$ cat config.mk
export PLATFORM = sky130hd
export DESIGN_NAME = riscv_step_controller
export DESIGN_NICKNAME = d
export VERILOG_FILES = /design/src/rtl/riscv_step_controller.sv
export SDC_FILE = /design/constraint.sdc
export NUM_CORES = 1
export LEC_CHECK = 0
export ABC_CLOCK_PERIOD_IN_PS = 2009
export CORE_UTILIZATION = 38
export CTS_CLUSTER_DIAMETER = 40
export DETAILED_ROUTE_END_ITERATION = 10
export PLACE_DENSITY = 0.89
export SYNTH_ARGS = -nofsm -noshare
export SYNTH_HDL_FRONTEND = slang
export SYNTH_SLANG_ARGS = --single-unit
$ cat constraint.sdc
create_clock -name clk -period 2.01 [get_ports clk]
set_input_delay 0.3015 -clock clk [delete_from_list [all_inputs] [get_ports clk]]
set_output_delay 0.3015 -clock clk [all_outputs]
set_load 0.02 [all_outputs]
$ cat src/rtl/riscv_step_controller.sv
// Execution sequencer for the RISC-V core: gates cpu_en for debounced single-step
// presses or free-run with a PC breakpoint, and counts executed instructions.
module riscv_step_controller #(
    parameter int DEBOUNCE_CYCLES = 2,
    parameter int PC_W            = 32,
    parameter int CNT_W           = 16
) (
    input  logic             clk,
    input  logic             reset,
    input  logic             CLK_BUTT,
    input  logic             run_mode,
    input  logic             bp_enable,
    input  logic [PC_W-1:0]  bp_addr,
    input  logic [PC_W-1:0]  pc,
    output logic             cpu_en,
    output logic             halted,
    output logic [CNT_W-1:0] step_count,
    output logic [2:0]       state
);

    localparam int DB_W = (DEBOUNCE_CYCLES > 1) ? $clog2(DEBOUNCE_CYCLES) : 1;
    localparam logic [DB_W-1:0] DB_LAST = DB_W'(DEBOUNCE_CYCLES - 1);

    typedef enum logic [2:0] {
        S_IDLE     = 3'd0,
        S_DEBOUNCE = 3'd1,
        S_STEP     = 3'd2,
        S_WAIT_REL = 3'd3,
        S_RUN      = 3'd4,
        S_HALTED   = 3'd5
    } state_t;

    state_t          st, st_nxt;
    logic [DB_W-1:0] db_cnt, db_cnt_nxt;
    logic [1:0]      sync_q;
    logic            btn_s;
    logic            bp_hit;

    // Two-flop synchronizer; the raw button is never looked at past this point.
    always_ff @(posedge clk or negedge reset) begin
        if (!reset) sync_q <= '0;
        else        sync_q <= {sync_q[0], CLK_BUTT};
    end

    assign btn_s  = sync_q[1];
    assign bp_hit = bp_enable & (pc == bp_addr);

    always_ff @(posedge clk or negedge reset) begin
        if (!reset) begin
            st     <= S_IDLE;
            db_cnt <= '0;
        end else begin
            st     <= st_nxt;
            db_cnt <= db_cnt_nxt;
        end
    end

    always_comb begin
        st_nxt     = st;
        db_cnt_nxt = db_cnt;
        case (st)
            S_IDLE: begin
                if (run_mode) begin
                    st_nxt = S_RUN;
                end else if (btn_s) begin
                    st_nxt     = S_DEBOUNCE;
                    db_cnt_nxt = '0;
                end
            end
            S_DEBOUNCE: begin
                if (!btn_s)                 st_nxt     = S_IDLE;
                else if (db_cnt == DB_LAST) st_nxt     = S_STEP;
                else                        db_cnt_nxt = db_cnt + DB_W'(1);
            end
            S_STEP: begin
                st_nxt     = S_WAIT_REL;
                db_cnt_nxt = '0;
            end
            // A held button keeps restarting the release count, so it can never re-step.
            S_WAIT_REL: begin
                if (btn_s)                  db_cnt_nxt = '0;
                else if (db_cnt == DB_LAST) st_nxt     = S_IDLE;
                else                        db_cnt_nxt = db_cnt + DB_W'(1);
            end
            S_RUN: begin
                if (!run_mode)   st_nxt = S_IDLE;
                else if (bp_hit) st_nxt = S_HALTED;
            end
            S_HALTED: begin
                if (!run_mode) begin
                    st_nxt = S_IDLE;
                end else if (btn_s) begin
                    st_nxt     = S_DEBOUNCE;
                    db_cnt_nxt = '0;
                end
            end
            default: begin
                st_nxt     = S_IDLE;
                db_cnt_nxt = '0;
            end
        endcase
    end

    // Combinational bp_hit term keeps the breakpoint instruction from executing in run mode.
    assign cpu_en = (st == S_STEP) | ((st == S_RUN) & ~bp_hit & run_mode);
    assign halted = (st == S_HALTED);
    assign state  = st;

    always_ff @(posedge clk or negedge reset) begin
        if (!reset)      step_count <= '0;
        else if (cpu_en) step_count <= step_count + CNT_W'(1);
    end

endmodule

**Word level (Yosys, flattened, before mapping)**

Index checks and enable logic that the tools add are counted.

- Bits in registers: 22
- Logic and storage cells: 45
- Output and inout bits: 21
- Input port bits: 69

- Bitwise operators: 6
- Eq/ne operators: 13
- Reduce and logical (&&, ||, !) cells: 3
- Mux-type cells: 17
- Add/sub/neg operators: 2

Operator list:

| cell | count |
|---|---|
| == test 32 bit | 1 |
| two-way mux 3 bit | 9 |
| case mux 3 bit (6 select lines) | 1 |
| adder 16 x 1 -> 16 bit (second input constant) | 1 |
| != test 2 bit (second input constant) | 5 |
| AND reduction 4 bit | 2 |
| == test 3 x 2 -> 1 bit (second input constant) | 2 |
| == test 3 bit (second input constant) | 2 |
| two-way mux 1 bit | 6 |
| != test 3 bit (second input constant) | 2 |
| case mux 1 bit (5 select lines) | 1 |
| AND 1 bit | 3 |
| == test 3 x 1 -> 1 bit (second input constant) | 1 |
| zero test 3 bit | 1 |
| NOT 1 bit | 2 |
| adder 1 bit (second input constant) | 1 |
| OR 1 bit | 1 |

**Longest topological paths before layout**

- Depth after elaboration: 6
- Mapped depth: 7
- Mapped depth without buffers: 6

**Least setup slack after synthesis**

OpenSTA, ideal clock, no wires.

- Kind: register to output
- From: register st[1] (netlist: state[1])
- To: output cpu_en
- Required time: 1,709 ps
- Stages on the path, launching flop included: 6
- Path buffers: 1
- Setup slack: 225 ps
- Data arrival time: 1,483 ps
- Cells stage by stage: dfrtp_1 -> buf_2 -> nand3b_1 -> a21oi_2 -> nand2_4 -> inv_1

- Word-level cells in the longest chain between the ends: 4
- Elaborated cells on any way between the ends: 5
- Those cells by class: 2 x eq/ne; 3 x bitwise

Ends and longest elaborated chain:

| element | line | RTL |
|---|---|---|
| start: declaration | 33 | `state_t st, st_nxt;` |
| start signal: assignment | 53 | `st <= st_nxt;` |
| == test 3 bit | 105 | `assign cpu_en = (st == S_STEP) \| ((st == S_RUN) & ~bp_hit & run_mode);` |
| AND 1 bit (2 in a row) | 105 |  |
| OR 1 bit * | 105 |  |
| end: declaration | 15 | `output logic cpu_en,` |

Mark *: on every way between the ends. The rest lies on a longest branch, timed or not.

**Worst setup path in the final report**

- From: input bp_addr[29]
- To: output cpu_en

- Word-level cells in the longest chain between the ends: 6

Ends and longest elaborated chain:

| element | line | RTL |
|---|---|---|
| start: declaration | 13 | `input logic [PC_W-1:0] bp_addr,` |
| == test 32 bit | 46 | `assign bp_hit = bp_enable & (pc == bp_addr);` |
| AND 1 bit | 46 |  |
| NOT 1 bit | 105 |  |
| AND 1 bit (2 in a row) | 105 |  |
| OR 1 bit | 105 |  |

Every way passes these cells.

==> results.tsv <==
stage	metric	value	unit
timing	drv_slew	0	
finish	areaGrowthSynthToFinish	103	%
critical_path	crit_path_end_kind	output pin	
floorplanning	ioPinCount	90	
placement	gp_congestion	0.733	
power_and_ir_drop	ir_drop	0.000333	V
finish	multi_input_area	1220	um2
timing	hold_violations	0	
synth	synth_edf_count	0	
synth	synth_warnings	0	
critical_path	critPathArrivalTime	1.76	ns
timing	period_needed	2.06	ns
critical_path	criticalPathCategory	in2out	
finish	seq_area	552	um2
routing	vias	2124	
floorplanning	coreArea	3770	um2
timing	fin_crit_sh	103	%
synth	async_flop_share	100	%
power_and_ir_drop	p_leak	0.00148	uW
routing	wl_per_cell	20.1	um
grt	grt_max_degree	23	
power_and_ir_drop	p_per_area	695	nW/um2
hold_path	hp-class	reg2reg	
finish	fin_nets	393	
grt	grt_pass1_wl	10500	um
critical_path	critPathMaxFanout	2	
routing	drtPass1Iterations	5	
finish	antenna_cells	0	
timing	fin_hold_ws	0.367	ns
placement	pre_cts_ws	-0.619	ns
timing	setup-violations-final	2	
synth	synthDistinctLibCells	33	
synth	syn_inst	161	
floorplanning	die_y	65.8	um
cts	cts_tree	yes	
floorplanning	fp.dieArea	4330	um2
cts	clkSinkCount	22	
finish	drive_above_1_share	49.4	%
critical_path	worst_ep_required_time	1.71	ns
cts	ctsHtreeMaxLevel	1	
floorplanning	num_rows	22	
routing	viasPerCell	5.74	
placement	io_buffers	89	
finish	final_core_util	83.1	%
synth	ys.flop_type	dfrtp_1	
timing	worst_slack	-0.0507	ns
synth	synth_seq_cells	22	
timing	fin_setup_tns	-0.0509	ns
cts	clk_path_buf_depth	2	
timing	clock_skew	0.00678	ns
job	maxCapViolCount	0	
cts	cts_hold_buffers	0	
floorplanning	die_x	65.8	um
run_status	violations	setup timing	
timing	relSlewSlack	73.0	%
grt	gr-total-overflow	0	
timing	worst_pin_slew	0.403	ns
grt	antenna_found_initial	0	
power_and_ir_drop	finalPower	2180	uW
cts	ctsRootBufferMaster	clkbuf_8	
timing	fmax	485	MHz
cts	numCtsBuffers	3	
floorplanning	start_util	41.0	%
placement	hpwl	3660	um
cts	worstSkewPairLatency	0.26	ns
run_status	status	finished, violations left	
finish	fill_cells	207	
routing	ant_nets	0	
critical_path	cp-start-kind	input port	
synth	netlist_area	1550	um2
synth	synth_area_per_cell	9.60	um2
synth	ys_seq_area_share	35.6	%
cts	path_clk_slew	0.08	ns
grt	grt.total_usage	32.9	%
synth	syn-num-nets	231	
timing	rsz0062_at_grt	yes	
routing	drc_errors	0	
routing	totalWireLength	7450	um
routing	drtIter0Drc	266	
grt	grt_pass1_vias	2146	
## repair_timing
| item | 4_1_cts | 5_1_grt |
|---|---|---|
| gates resized for setup | 86 | 131 |
| hold endpoints to repair | 0 | 0 |
| endpoints found under the setup margin | 7 | 18 |
| buffers inserted | 31 | 15 |
| pin swaps | 40 | 45 |
## cells in the final DEF (no fill, tap or decap), types with 2 or more instances in the layout
cell type	n
buf_4	69
clkbuf_2	41
clkdlybuf4s50_1	29
xnor2_1	22
dfrtp_1	21
xnor2_2	20
nand4_1	16
clkdlybuf4s15_1	10
and3_1	7
buf_6	7
nor3_1	6
nand3_1	6
nand2_1	5
nor2_1	5
a21oi_1	5
o21ai_0	4
clkbuf_8	4
inv_1	3
xor2_1	3
nor4_4	3
and2_1	3
nand3b_1	2
nor3_2	2
and4_1	2
nand2b_1	2
a22oi_2	2
dlymetal6s2s_1	2
## routing by layer
layer	vias to the layer above	part of all wire [%]	global-route usage [%]
met5	-	0	0
met4	0	6.4	19.3
met3	46	7.9	6.38
met2	171	51	62.2
met1	1002	34	32.6
li1	905	-	-
## logic make-up (layout without fill, tap and decap cells)
family / count (synthesis) / count (layout) / synth area share, %
AND/OR/NAND/NOR: 66 / 66 / 27.0
XOR/XNOR: 46 / 46 / 26.1
flip-flops: 22 / 22 / 35.6
AO/OA/AOI/OAI: 19 / 19 / 7.94
buffers and inverters: 6 / 167 / 1.62
adder cells (fa/ha/maj): 1 / 1 / 0.810
multiplexers: 1 / 1 / 0.971
## final timing paths
check                                          start                          to  slack (ns)  cells after the start
max reg2reg                step_count[6]$_DFFE_PN0P_  step_count[15]$_DFFE_PN0P_        0.11                      6
max in group asynchronous                      reset        state[0]$_DFFE_PN0P_        1.39                      2
min in group asynchronous                      reset   step_count[6]$_DFFE_PN0P_        0.38                      2
min reg2reg                      sync_q[0]$_DFF_PN0_         sync_q[1]$_DFF_PN0_        0.37                      0
min                              sync_q[0]$_DFF_PN0_         sync_q[1]$_DFF_PN0_        0.37                      0
max                                      bp_addr[29]                      cpu_en       -0.05                      9
## Yosys cell counts (2+ instances only)
library cell,number,area share (%)
nand2b_1,2,0.81
buf_2,2,0.65
and4_1,2,1.1
inv_1,4,0.97
nand4_1,16,6.5
a21oi_1,6,1.9
nand2_1,6,1.5
xor2_1,3,1.7
nor3_1,8,2.6
dfrtp_1,22,36
and2_1,3,1.2
xnor2_1,43,24
and3_1,7,2.8
nor4_2,2,1.6
nand3b_1,2,0.97
nor2_1,5,1.2
a22oi_1,3,1.5
nand3_1,7,2.3
o21ai_0,4,1.3
## registers in the layout (all words and copies together) (netlist names)
name / cells
step_count: 16
state: 3
db_cnt: 1
sync_q: 2
## per-stage QoR
| step | instances | instance area, um2 |
|---|---|---|
| final | 370 | 3130 |
| after global routing | 370 | 3130 |
| after CTS | 355 | 3040 |
| after detailed placement | 320 | 2670 |
| after global placement | 320 | 2670 |
| after floorplan | 161 | 1550 |
## critical path, stage by stage
cell and delay, ns:
buf_6 0.09, xnor2_1 0.18, nand4_1 0.25, nor4_4 0.41
buf_4 0.19, nand4_4 0.10, nand2_4 0.10, inv_2 0.03
buf_6 0.12
## area by class of cell
type	count	share of cell area, %
inverter	4	0.479
multi-input combinational	133	39.1
timing repair buffer	159	39.1
clock buffer	4	1.76
tap	48	1.92
sequential	22	17.6
## report_power, final
group,internal [uW],switching (uW),leakage (uW)
logic,646,565,0.00116
clock network,175,146,0.0000288
registers,534,112,0.000283
Power figures use the tool's default switching activity.
